===== src/rtl/combo_pkg.sv =====
// Shared types and constants for the combination-lock code entry front end.
package combo_pkg;

  typedef enum logic [1:0] {
    WAIT_RELEASE = 2'd0,
    WAIT_PRESS   = 2'd1,
    HELD         = 2'd2
  } entry_state_t;

  localparam int CODE_W           = 4;
  localparam int DEFAULT_DEBOUNCE = 8;

endpackage


===== src/rtl/combo_debounce_core.sv =====
// Two-flop synchroniser plus vector debouncer; qual pulses once per stable run.
module combo_debounce_core #(
  parameter int DEBOUNCE_CYCLES = 8,
  parameter int CODE_W          = 4
) (
  input  logic              clk,
  input  logic              rst,
  input  logic [CODE_W-1:0] raw_code,
  output logic [CODE_W-1:0] cand,
  output logic              qual
);

  localparam int CNT_W = $clog2(DEBOUNCE_CYCLES + 1);
  localparam logic [CNT_W-1:0] CNT_MAX  = CNT_W'(DEBOUNCE_CYCLES);
  localparam logic [CNT_W-1:0] CNT_QUAL = CNT_W'(DEBOUNCE_CYCLES - 1);

  logic [CODE_W-1:0] sync1;
  logic [CODE_W-1:0] sync2;
  logic [CNT_W-1:0]  cnt;

  // Count saturates one past the qualify point so qual cannot repeat.
  always_ff @(posedge clk) begin
    if (!rst) begin
      sync1 <= '0;
      sync2 <= '0;
      cand  <= '0;
      cnt   <= '0;
    end else begin
      sync1 <= raw_code;
      sync2 <= sync1;
      if (sync2 != cand) begin
        cand <= sync2;
        cnt  <= '0;
      end else if (cnt < CNT_MAX) begin
        cnt <= cnt + CNT_W'(1);
      end
    end
  end

  assign qual = (sync2 == cand) && (cnt == CNT_QUAL);

endmodule


===== src/rtl/combo_code_entry.sv =====
// Code entry stage: debounced switches become one registered code word per press.
module combo_code_entry
  import combo_pkg::*;
#(
  parameter int DEBOUNCE_CYCLES = DEFAULT_DEBOUNCE
) (
  input  logic              CLK,
  input  logic              RST,
  input  logic [CODE_W-1:0] raw_code,
  input  logic              enable,
  output logic [CODE_W-1:0] code,
  output logic              code_valid,
  output logic              code_held
);

  entry_state_t      state;
  entry_state_t      next_state;
  logic [CODE_W-1:0] cand;
  logic              qual;
  logic [CODE_W-1:0] next_code;
  logic              next_valid;

  combo_debounce_core #(
    .DEBOUNCE_CYCLES(DEBOUNCE_CYCLES),
    .CODE_W         (CODE_W)
  ) u_core (
    .clk     (CLK),
    .rst     (RST),
    .raw_code(raw_code),
    .cand    (cand),
    .qual    (qual)
  );

  always_ff @(posedge CLK) begin
    if (!RST) begin
      state      <= WAIT_RELEASE;
      code       <= '0;
      code_valid <= 1'b0;
    end else begin
      state      <= next_state;
      code       <= next_code;
      code_valid <= next_valid;
    end
  end

  // A press only counts after a qualified all-released value has been seen.
  always_comb begin
    next_state = state;
    next_code  = code;
    next_valid = 1'b0;
    case (state)
      WAIT_RELEASE: begin
        if (qual && cand == '0) next_state = WAIT_PRESS;
      end
      WAIT_PRESS: begin
        if (qual && cand != '0) begin
          if (enable) begin
            next_state = HELD;
            next_code  = cand;
            next_valid = 1'b1;
          end else begin
            next_state = WAIT_RELEASE;
          end
        end
      end
      HELD: begin
        if (qual && cand == '0) next_state = WAIT_PRESS;
      end
      default: next_state = WAIT_RELEASE;
    endcase
  end

  assign code_held = (state == HELD);

endmodule


===== config.mk =====
export PLATFORM = sky130hd
export DESIGN_NAME = combo_code_entry
export DESIGN_NICKNAME = d
export VERILOG_FILES = /design/src/rtl/combo_pkg.sv /design/src/rtl/combo_debounce_core.sv /design/src/rtl/combo_code_entry.sv
export SDC_FILE = /design/constraint.sdc
export NUM_CORES = 1
export LEC_CHECK = 0
export ABC_AREA = 1
export ABC_CLOCK_PERIOD_IN_PS = 3000
export BUFFER_PORTS_ARGS = -buffer_cell sky130_fd_sc_hd__buf_2
export CAP_MARGIN = 25
export CORE_AREA = 2 2 40 51
export DETAILED_ROUTE_END_ITERATION = 7
export DIE_AREA = 0 0 42 53
export HOLD_SLACK_MARGIN = 0.1
export PLACE_DENSITY = 0.84
export RECOVER_POWER = 50
export REMOVE_ABC_BUFFERS = 1
export SLEW_MARGIN = 20
export SYNTH_ARGS = -nofsm -noshare
export SYNTH_HDL_FRONTEND = slang
export SYNTH_SLANG_ARGS = --single-unit

===== constraint.sdc =====
create_clock -name CLK -period 3 [get_ports CLK]
set_input_delay 0.45 -clock CLK [delete_from_list [all_inputs] [get_ports CLK]]
set_output_delay 0.45 -clock CLK [all_outputs]
set_load 0.005 [all_outputs]

# After elaboration in Yosys (flattened, before gate mapping)
# Cells that the tools add are included.
[classes]
bitwise_logic = 1
n_eq_ne = 7
addsub = 1
order_cmp = 1
muxes = 5
reduce_logical = 11
[op_table]
columns = ["cell", "count"]
rows = [
  ["2-to-1 mux 2 bit", 3],
  ["AND reduction 3 bit", 2],
  ["adder 4 x 1 -> 4 bit (second input constant)", 1],
  ["equality test 4 x 3 -> 1 bit (second input constant)", 1],
  ["equality test 4 bit", 1],
  ["zero test 4 bit", 1],
  ["< comparator 4 bit (second input constant)", 1],
  ["inequality test 4 bit", 1],
  ["case mux 2 bit (2 select lines)", 1],
  ["nonzero test 4 bit", 1],
  ["OR reduction 2 bit", 2],
  ["logical AND 1 bit", 3],
  ["equality test 2 x 1 -> 1 bit (second input constant)", 1],
  ["equality test 2 bit (second input constant)", 1],
  ["zero test 2 bit", 1],
  ["inequality test 2 x 1 -> 1 bit (second input constant)", 1],
  ["inequality test 2 bit (second input constant)", 1],
  ["AND reduction 2 bit", 1],
  ["2-to-1 mux 1 bit", 1],
  ["NOT 1 bit", 1],
]
[totals]
inputBits = 7
word_cells = 33
register_bits = 23

# Depth between registers and ports, before layout
# Gate-level depths: netlist (run 1).
[logic_depth]
word_depth = 5
ltp_mapped = 9
ltp_nobuf = 9

# Cells and area by module
# A second synthesis (run 1) with hierarchy kept.
[hier_totals]
cells_unflattened = 124
area_unflattened_um2 = 910.9
[by_module_without_submodules]
columns = ["mod", "cells_per_inst", "instances", "seq_area_each_um2", "area_each_um2"]
rows = [
  ["combo_debounce_core", 80, 1, 320.3, 600.6],
  ["combo_code_entry", 44, 1, 140.1, 310.3],
]

# Worst setup path before layout (run 1)
# No wires, ideal clock.
[synth_path]
kind = "register -> register"
startpoint = "reg u_core.cnt[0]"
endpoint = "reg state[1]"
required_ps = 2931
setup_ps = 69
slack_ps = 1814
synth_period_minus_slack_ps = 1186
arrival_time_ps = 1118
stages_incl_launch_ff = 8
path_cell_list = "dfxtp_1 ha_1 nand3_1 inv_1 nand4_2 nor2_4 nand2_1 o21ai_1"
[synth_via]
elab_chain_len = 5
[synth_rtl]
columns = ["item", "line", "text"]
rows = [
  ["start, declared", "combo_debounce_core.sv:19", "logic [CNT_W-1:0] cnt;"],
  ["start signal, assigned", "combo_debounce_core.sv:35", "cnt <= cnt + CNT_W'(1);"],
  ["equality test 4 x 3 -> 1 bit *", "combo_debounce_core.sv:40", "assign qual = (sync2 == cand) && (cnt == CNT_QUAL);"],
  ["logical AND 1 bit *", "combo_debounce_core.sv:40", ""],
  ["logical AND 1 bit (on tied branches)", "combo_code_entry.sv:56, combo_code_entry.sv:53, combo_code_entry.sv:67", ""],
  ["inequality test 2 bit (no source line) or inequality test 2 x 1 -> 1 bit (tied branches)", "--", ""],
  ["AND reduction 2 bit (no source line) *", "--", ""],
  ["end signal, assigned", "combo_code_entry.sv:40", "state <= next_state;"],
  ["end, declared", "combo_code_entry.sv:16", "entry_state_t state;"],
]
# Every way passes the cells marked *; elsewhere a longest branch is shown, timed or not.
# A chain may end at the register's enable or synchronous reset.

# Worst setup path in the final report (run 1)
[layout_path]
startpoint = "reg state[1]"
endpoint = "out code_held"
[layout_via]
elab_chain_len = 1
[layout_rtl]
columns = ["item", "line", "text"]
rows = [
  ["equality test 2 bit", "combo_code_entry.sv:73", "assign code_held = (state == HELD);"],
  ["end, declared", "combo_code_entry.sv:13", "output logic code_held"],
]
# No other way between the ends.

==> flow_summary.json, run 1 <==
{
  "die_width_um": 42,
  "clkTransAtPathRegs_ns": 0.12,
  "fmax_ghz": 0.7056,
  "yosysUniqueCellTypes": 18,
  "grt_overflow_total": 0,
  "cts_tree": "done",
  "dp_slack_ns": 1.677,
  "status": "finished, final reports clean",
  "relSlewSlack": 0.5049,
  "hold_viol_final": 0,
  "synth_area_per_cell_um2": 7.507,
  "diodes": 0,
  "portBuffers": 12,
  "clock_latency_ns": 0.32,
  "start_util": 0.5229,
  "dr.pass1.iters": 4,
  "power_switching_w": 0.0001179,
  "cts_buffers": 3,
  "postCtsSetupRepairBufs": 0,
  "timing.hold.ws_ns": 0.3055,
  "hold_path.class": "in2reg",
  "synth_top_cell_by_area": "dfxtp_1",
  "synthTopCellsByArea": "dfxtp_1 (51%), nand2_1 (14%), inv_1 (10%)",
  "synth_top_area_share": 0.5111,
  "p_comb_frac": 0.072,
  "hold_buffers": 0,
  "synthesis.instances": 120,
  "p_int_w": 0.0003795,
  "seq_power_share": 0.642,
  "vias": 737,
  "crit_family": "flip-flops",
  "critPathLaunchType": "register",
  "vdd.ir_drop.worst_uv": 288.2,
  "grt_max_degree": 21,
  "ys_ff_latch": 23,
  "clock-sinks": 23,
  "drt_iter0_markers": 17,
  "setup_viol": 0,
  "fin_util": 0.5810,
  "final_antenna_net_count": 0,
  "final_common_cell": "nand2_1",
  "clk_path_buf_depth": 2,
  "ys_seq_area_frac": 0.5111,
  "track_usage": 0.1608,
  "cp.arrival_ns": 0.97,
  "gp_congestion": 0.7224,
  "swShare": 0.2371,
  "root_buffer": "clkbuf_4",
  "worstMarginPinSlew_ns": 0.7427,
  "die_area_mm2": 0.002226,
  "critical_path_class": "reg2out",
  "fin_crit_sh": 0.4724,
  "io_pins": 13,
  "wl_per_cell_um": 10.15,
  "finish.net_count": 143,
  "end_kind": "output pin",
  "std_cell_rows": 17,
  "cp.buffers_inverters": 2,
  "syn_to_final_growth_pct": 11.11,
  "finalMaxSlewViolations": 0,
  "fin_skew_ns": 0.001350,
  "rsz0062_at_grt": "no",
  "layout_common_cells": "nand2_1 (34), inv_1 (24), dfxtp_1 (23)",
  "coreArea_mm2": 0.001723,
  "path_max_fanout": 2,
  "powerDensity_mw_per_mm2": 496.9,
  "leakagePower_nw": 0.5628,
  "drive_above_1_share": 0.1642,
  "grt_pass1_vias": 693,
  "setup_ws_ns": 1.583,
  "grt_antenna_before_repair": 0,
  "critPathMaxStageDelay_ns": 0.34,
  "fp.dieH_um": 53,
  "cts-resized-gates": 0,
  "synth_warnings": 0,
  "setup_tns_ns": 0,
  "cts_htree_levels": 1,
  "period_needed_ns": 1.417,
  "crit_required_ns": 2.55,
  "grt_pass1_wl_um": 2628,
  "critPathSlowestCell": "dfxtp_1",
  "crit_chain": "inv_1, nor2_1, buf_2",
  "drcViolationCount": 0,
  "wirelength_um": 1553,
  "hpwlAfterDp_um": 1144,
  "max_cap_viol_count": 0,
  "synth_area_um2": 900.9,
  "clkPwrFrac": 0.286,
  "via_per_inst": 4.817
}
## cell families (layout without fill, tap and decap cells)
family | Yosys count | in the layout | share of synthesized area
AO/OA/AOI/OAI | 5 | 5 | 0.02777
AND/OR/NAND/NOR | 62 | 62 | 0.3194
flip-flops | 23 | 23 | 0.5111
adder cells (fa/ha/maj) | 1 | 1 | 0.01389
buffers and inverters | 28 | 42 | 0.1181
XOR/XNOR | 1 | 1 | 0.009724
## worst paths after layout
kind / slack (ns) / start / to / cells past startpoint
setup / recovery: 1.58 / state[1] / code_held / 3
hold reg to reg: 0.43 / u_core.sync1[0] / u_core.sync2[0] / 2
setup reg to reg: 1.61 / u_core.cnt[0] / state[1] / 7
hold / removal: 0.31 / raw_code[1] / u_core.sync1[1] / 3
## Yosys cell counts, drive strengths merged
cell    instances
nor3            2
nand3           3
dfxtp          23
nor2           16
a21oi           4
nand2          35
inv            26
o21ai           1
clkbuf          1
xor2            1
nand4           6
buf             1
ha              1
## layout make-up
cell class              count  area [µm²]
clock buffers               4       26.28
fillers                   164       721.9
inverters                  26       97.59
multi-input cells          69       334.1
flip-flops and latches     23       460.4
well taps                  19       23.77
repair buffers             12       58.81
## registers in the layout (all words and copies together), names as in the netlist
name / cells
u_core.cnt: 4
u_core.sync2: 4
code_valid: 1
u_core.sync1: 4
u_core.cand: 4
state: 2
code: 4
## layer usage
metal,wire length [µm],part of all wire,vias up,track usage
met5,0,0,-,0
met1,600,0.39,323,0.1492
met3,61,0.039,7,0.02389
li1,-,-,389,-
met2,831,0.54,18,0.3099
met4,59,0.038,0,0.1290
## per-stage QoR
stage | power (W) | instance area [µm²] | cells
2_1_floorplan | 0.0003495 | 892.1 | 118
3_3_place_gp | 0.0003592 | 975.9 | 149
3_5_place_dp | 0.0003622 | 975.9 | 149
4_1_cts | 0.0005032 | 1002 | 153
5_1_grt | 0.0005179 | 1001 | 153
6_report | 0.0004974 | 1001 | 153
## tightest hold or removal path, cell delays in order
cell and delay [ns]:
buf_2 0.07, nand2_1 0.04, inv_1 0.04
## power by group through the flow
stage | Combinational, W | Sequential [W] | Clock (W)
finish | 0.0000357 | 0.000319 | 0.000142
global route | 0.0000411 | 0.000320 | 0.000156
CTS | 0.0000363 | 0.000319 | 0.000148
detailed placement | 0.0000360 | 0.000326 | 0
global placement | 0.0000339 | 0.000325 | 0
floorplan | 0.0000246 | 0.000325 | 0
Power figures use the tool's default switching activity.
==> run 2: changes to the inputs <==
- ABC_CLOCK_PERIOD_IN_PS: 3000 -> 1500
- CORE_AREA: 2 2 40 51 -> 2 2 40 52
- DIE_AREA: 0 0 42 53 -> 0 0 42 54
- PLACE_DENSITY: 0.84 -> 0.83
- clock period: 3 -> 1.5 ns (I/O delays scaled with it)
==> flow_summary.json, run 2 (synthesis results as in run 1) <==
{
  "status": "finished, final reports clean",
  "root_buffer": "clkbuf_4",
  "io_pins": 13,
  "fin_skew_ns": 0.0004935,
  "r2r-start": "u_core.cnt[0]",
  "final_common_cell": "nand2_1",
  "powerDensity_mw_per_mm2": 961.1,
  "cts_buffers": 3,
  "relSlewSlack": 0.7784,
  "portBuffers": 12,
  "clkTransAtPathRegs_ns": 0.12,
  "syn_to_final_growth_pct": 14.86,
  "r2r_slack_ns": 0.11,
  "fmax_ghz": 0.7212,
  "drcViolationCount": 0,
  "leakagePower_nw": 0.5809,
  "dr.pass1.iters": 4,
  "min_from": "raw_code[3]",
  "fp.dieH_um": 54,
  "finish.net_count": 146,
  "finalMaxSlewViolations": 0,
  "diodes": 0,
  "grt_max_degree": 21,
  "multi_input_area_um2": 334.1,
  "cp.arrival_ns": 1.64,
  "std_cell_rows": 18,
  "rsz0062_at_grt": "no",
  "met2WireLength_um": 708,
  "register_area_um2": 460.4,
  "die_area_mm2": 0.002268,
  "fill_cells": 179,
  "clock_latency_ns": 0.31,
  "fin_util": 0.5672,
  "vias": 727,
  "worstMarginPinSlew_ns": 0.3324,
  "wirelength_um": 1406,
  "setup_viol": 0,
  "hpwlAfterDp_um": 1070,
  "clk_path_buf_depth": 2,
  "cts-resized-gates": 0,
  "grt_overflow_total": 0,
  "hold_path.class": "in2reg",
  "clock-sinks": 23,
  "path_max_fanout": 5,
  "crit_required_ns": 1.75,
  "drt_iter0_markers": 16,
  "grt_antenna_before_repair": 0,
  "fin_crit_sh": 0.9244,
  "period_needed_ns": 1.387,
  "hold_viol_final": 0,
  "cts_htree_levels": 1,
  "critical_path_class": "reg2reg",
  "start_util": 0.4938,
  "track_usage": 0.1401,
  "grt_pass1_wl_um": 2290,
  "final_antenna_net_count": 0,
  "coreArea_mm2": 0.001824,
  "via_per_inst": 4.631,
  "vdd.ir_drop.worst_uv": 579.6,
  "cts_tree": "done",
  "wl_met1_um": 601,
  "wl_met3_um": 63,
  "setup_tns_ns": 0,
  "end_kind": "register",
  "wl_per_cell_um": 8.955,
  "startpoint": "u_core.cnt[0]",
  "top_layer": "met4",
  "max_cap_viol_count": 0,
  "critPathLaunchType": "register",
  "gp_congestion": 0.7659,
  "die_width_um": 42,
  "layout_common_cells": "nand2_1 (34), inv_1 (24), dfxtp_1 (23)",
  "timing.hold.ws_ns": 0.1022,
  "grt_pass1_vias": 612,
  "drive_above_1_share": 0.1752
}
-- run 2: changes by cell type in the layout (fill, tap and decap cells not counted) --
cell	delta
clkinv_2	+1
clkbuf_1	-2
buf_2	+1
dlygate4sd3_1	+3
-- run 2: per-layer routing --
| layer | vias up | GRT usage |
|---|---|---|
| met5 | - | 0 |
| met4 | 0 | 0.1290 |
| met3 | 4 | 0.02685 |
| met2 | 17 | 0.2604 |
| met1 | 315 | 0.1302 |
| li1 | 391 | - |
-- run 2: path summary, 6_finish.rpt --
check	endpoint	depth (start not counted)
max	state[1]	7
min	u_core.sync1[3]	3
max reg2reg	state[1]	7
min reg2reg	u_core.sync2[3]	2
-- run 2: power breakdown --
part	switching [W]	internal, W	total [W]
sequential	0.00000980	0.000628	0.000638
clock	0.000180	0.0000996	0.000279
combinational	0.0000456	0.0000316	0.0000772
-- run 2: repair_timing --
action                    in CTS  in global routing
hold endpoints to repair       3                  0
hold buffers                   3                  0
buffers inserted               0                  0
-- run 2: worst max-delay path, cell delays in order, from the launching register on --
cell and delay, ns:
dfxtp_1 0.39, ha_1 0.20, nand3_1 0.14, inv_1 0.13
nand4_2 0.15, nor2_4 0.15, nand2_1 0.09, o21ai_1 0.09
-- run 2: cell type report --
cell class	instances	area share
Sequential cell	23	0.4450
Multi-Input combinational cell	69	0.3229
Timing Repair Buffer	15	0.08706
Inverter	26	0.09432
Tap cell	20	0.02418
Clock buffer	3	0.02177
Clock inverter	1	0.004837
-- run 2: stage by stage --
| stage | cells | worst slack (ns) | area (µm²) | total power [W] |
|---|---|---|---|---|
| 3_5_place_dp | 150 | 0.1534 | 977.2 | 0.0007235 |
| 2_1_floorplan | 118 | 0.3135 | 892.1 | 0.0006991 |
| 6_report | 157 | 0.1134 | 1035 | 0.0009945 |
| 3_3_place_gp | 150 | 0.2591 | 977.2 | 0.0007182 |
| 5_1_grt | 157 | 0.01394 | 1035 | 0.001041 |
| 4_1_cts | 157 | 0.1190 | 1035 | 0.001007 |
==> run 3: changes to the inputs <==
- BUFFER_PORTS_ARGS: -buffer_cell sky130_fd_sc_hd__buf_2 -> -buffer_cell sky130_fd_sc_hd__clkbuf_2
- PLACE_DENSITY: 0.83 -> 0.72
==> flow_summary.json, run 3 (synthesis results as in run 1) <==
{
  "status": "finished, final reports clean",
  "worstReg2RegEnd": "state[1]",
  "grt_pass1_wl_um": 2525,
  "fmax_ghz": 0.7567,
  "grt_pass1_vias": 658,
  "crit_required_ns": 1.76,
  "layout_common_cells": "nand2_1 (34), inv_1 (24), dfxtp_1 (23)",
  "final_antenna_net_count": 0,
  "crit_chain": "ha_1, nand3_1, inv_1, nand4_2, nor2_4, nand2_1, o21ai_1",
  "r2r-start": "u_core.cnt[0]",
  "start_util": 0.4938,
  "grt_antenna_before_repair": 0,
  "ff2ff_path_depth": 7,
  "crit_family": "simple AND/OR/NAND/NOR gates",
  "worstMarginPinSlew_ns": 0.3516,
  "fin_skew_ns": 0.008961,
  "swShare": 0.2351,
  "io_pins": 13,
  "drt_iter0_markers": 10,
  "finish.net_count": 147,
  "clock_latency_ns": 0.31,
  "hpwlAfterDp_um": 990.3,
  "via_per_inst": 4.627,
  "finalMaxSlewViolations": 0,
  "period_needed_ns": 1.322,
  "dr.pass1.iters": 4,
  "p_comb_frac": 0.078,
  "track_usage": 0.1493,
  "drive_above_1_share": 0.1667,
  "fin_area_mm2": 0.001044,
  "die_width_um": 42,
  "drcViolationCount": 0,
  "rsz0062_at_grt": "no",
  "met3_usage": 0.02013,
  "critPathSlowestCell": "dfxtp_1",
  "clk_path_buf_depth": 2,
  "powerDensity_mw_per_mm2": 953.7,
  "setup_viol": 0,
  "die_area_mm2": 0.002268,
  "wirelength_um": 1344,
  "hold_path.class": "in2reg",
  "final_common_cell": "nand2_1",
  "critical_path_class": "reg2reg",
  "grt_busiest_layer": "met2",
  "cts_htree_levels": 1,
  "coreArea_mm2": 0.001824,
  "whs_path_depth": 5,
  "p_int_w": 0.0007612,
  "root_buffer": "clkbuf_4",
  "max_cap_viol_count": 0,
  "wl_per_cell_um": 8.506,
  "vdd.ir_drop.worst_uv": 772.9,
  "hold_viol_final": 0,
  "hold_end": "code_valid",
  "relSlewSlack": 0.7656,
  "syn_to_final_growth_pct": 15.83,
  "gp_congestion": 0.7279,
  "cts_tree": "done",
  "cp.buffers_inverters": 1,
  "multi_input_area_um2": 334.1,
  "cp.arrival_ns": 1.58,
  "critPathMaxStageDelay_ns": 0.39,
  "cts_buffers": 3,
  "diodes": 0,
  "portBuffers": 12,
  "grt_overflow_total": 0,
  "fill_cells": 173,
  "clock-sinks": 23,
  "min_from": "enable",
  "path_max_fanout": 5,
  "grt_max_degree": 21,
  "vias": 731,
  "use_met1": 0.1691,
  "std_cell_rows": 18,
  "fin_crit_sh": 0.8810,
  "critPathLaunchType": "register",
  "clkPwrFrac": 0.281,
  "register_area_um2": 460.4,
  "setup_tns_ns": 0,
  "power_switching_w": 0.0002339,
  "r2r_slack_ns": 0.18,
  "cts-resized-gates": 0,
  "end_kind": "register",
  "seq_power_share": 0.641,
  "clkTransAtPathRegs_ns": 0.13,
  "leakagePower_nw": 0.5772,
  "dpl-instance-area_um2": 977.2,
  "grt_use_met2": 0.2526,
  "fp.dieH_um": 54
}
-- run 3: worst max-delay path by stage --
stage | start | endpoint | slack (ns) | cells after the start
after floorplan | u_core.cnt[0] | state[1] | 0.31 | 7
after global routing | u_core.cnt[0] | state[1] | 0.007 | 7
after detailed placement | u_core.cnt[0] | state[1] | 0.20 | 7
after global placement | u_core.cnt[0] | state[1] | 0.24 | 7
final | u_core.cnt[0] | state[1] | 0.18 | 7
after CTS | u_core.cnt[0] | state[1] | 0.17 | 7
-- run 3: per-layer routing --
layer  wire length [µm]  part of all wire
met5                  0                 0
met3                 37             0.028
met4                 34             0.025
met1                584              0.43
met2                688              0.51
-- run 3: power groups by stage --
stage	registers (W)	logic, W	clock network [W]
CTS	0.000638	0.0000782	0.000295
floorplan	0.000650	0.0000492	0
detailed placement	0.000652	0.0000700	0
global route	0.000641	0.0000905	0.000307
finish	0.000638	0.0000774	0.000280
global placement	0.000651	0.0000688	0
-- run 3: what timing repair did --
| item | in CTS | in global routing |
|---|---|---|
| buffers inserted | 0 | 0 |
| endpoints found under the hold margin | 4 | 0 |
| hold buffers | 4 | 0 |
-- run 3: layout make-up --
class                           instances  area share
Clock buffer                            3     0.02158
Clock inverter                          1    0.004796
Inverter                               26     0.09353
Multi-Input combinational cell         69      0.3201
Sequential cell                        23      0.4412
Tap cell                               20     0.02398
Timing Repair Buffer                   16     0.09472
-- run 3: worst register-to-register path, delay by kind of cell, from the launching register on --
family          cells  cell delay (ns)
buf+inv             1             0.12
fa+ha+maj           1             0.18
flops               1             0.39
simple gates        4             0.52
compound gates      1             0.08
-- run 3: metrics by stage --
step / hold slack, ns / util / setup WS (ns) / total power [W] / std cells
CTS: 0.2977 / 0.5727 / 0.1676 / 0.001011 / 158
global route: 0.3354 / 0.5720 / 0.006613 / 0.001039 / 158
global placement: 0.3921 / 0.5357 / 0.2428 / 0.0007195 / 150
finish: 0.3004 / 0.5720 / 0.1785 / 0.0009952 / 158
floorplan: 0.3185 / - / 0.3135 / 0.0006991 / 118
detailed placement: 0.3999 / 0.5357 / 0.2029 / 0.0007219 / 150
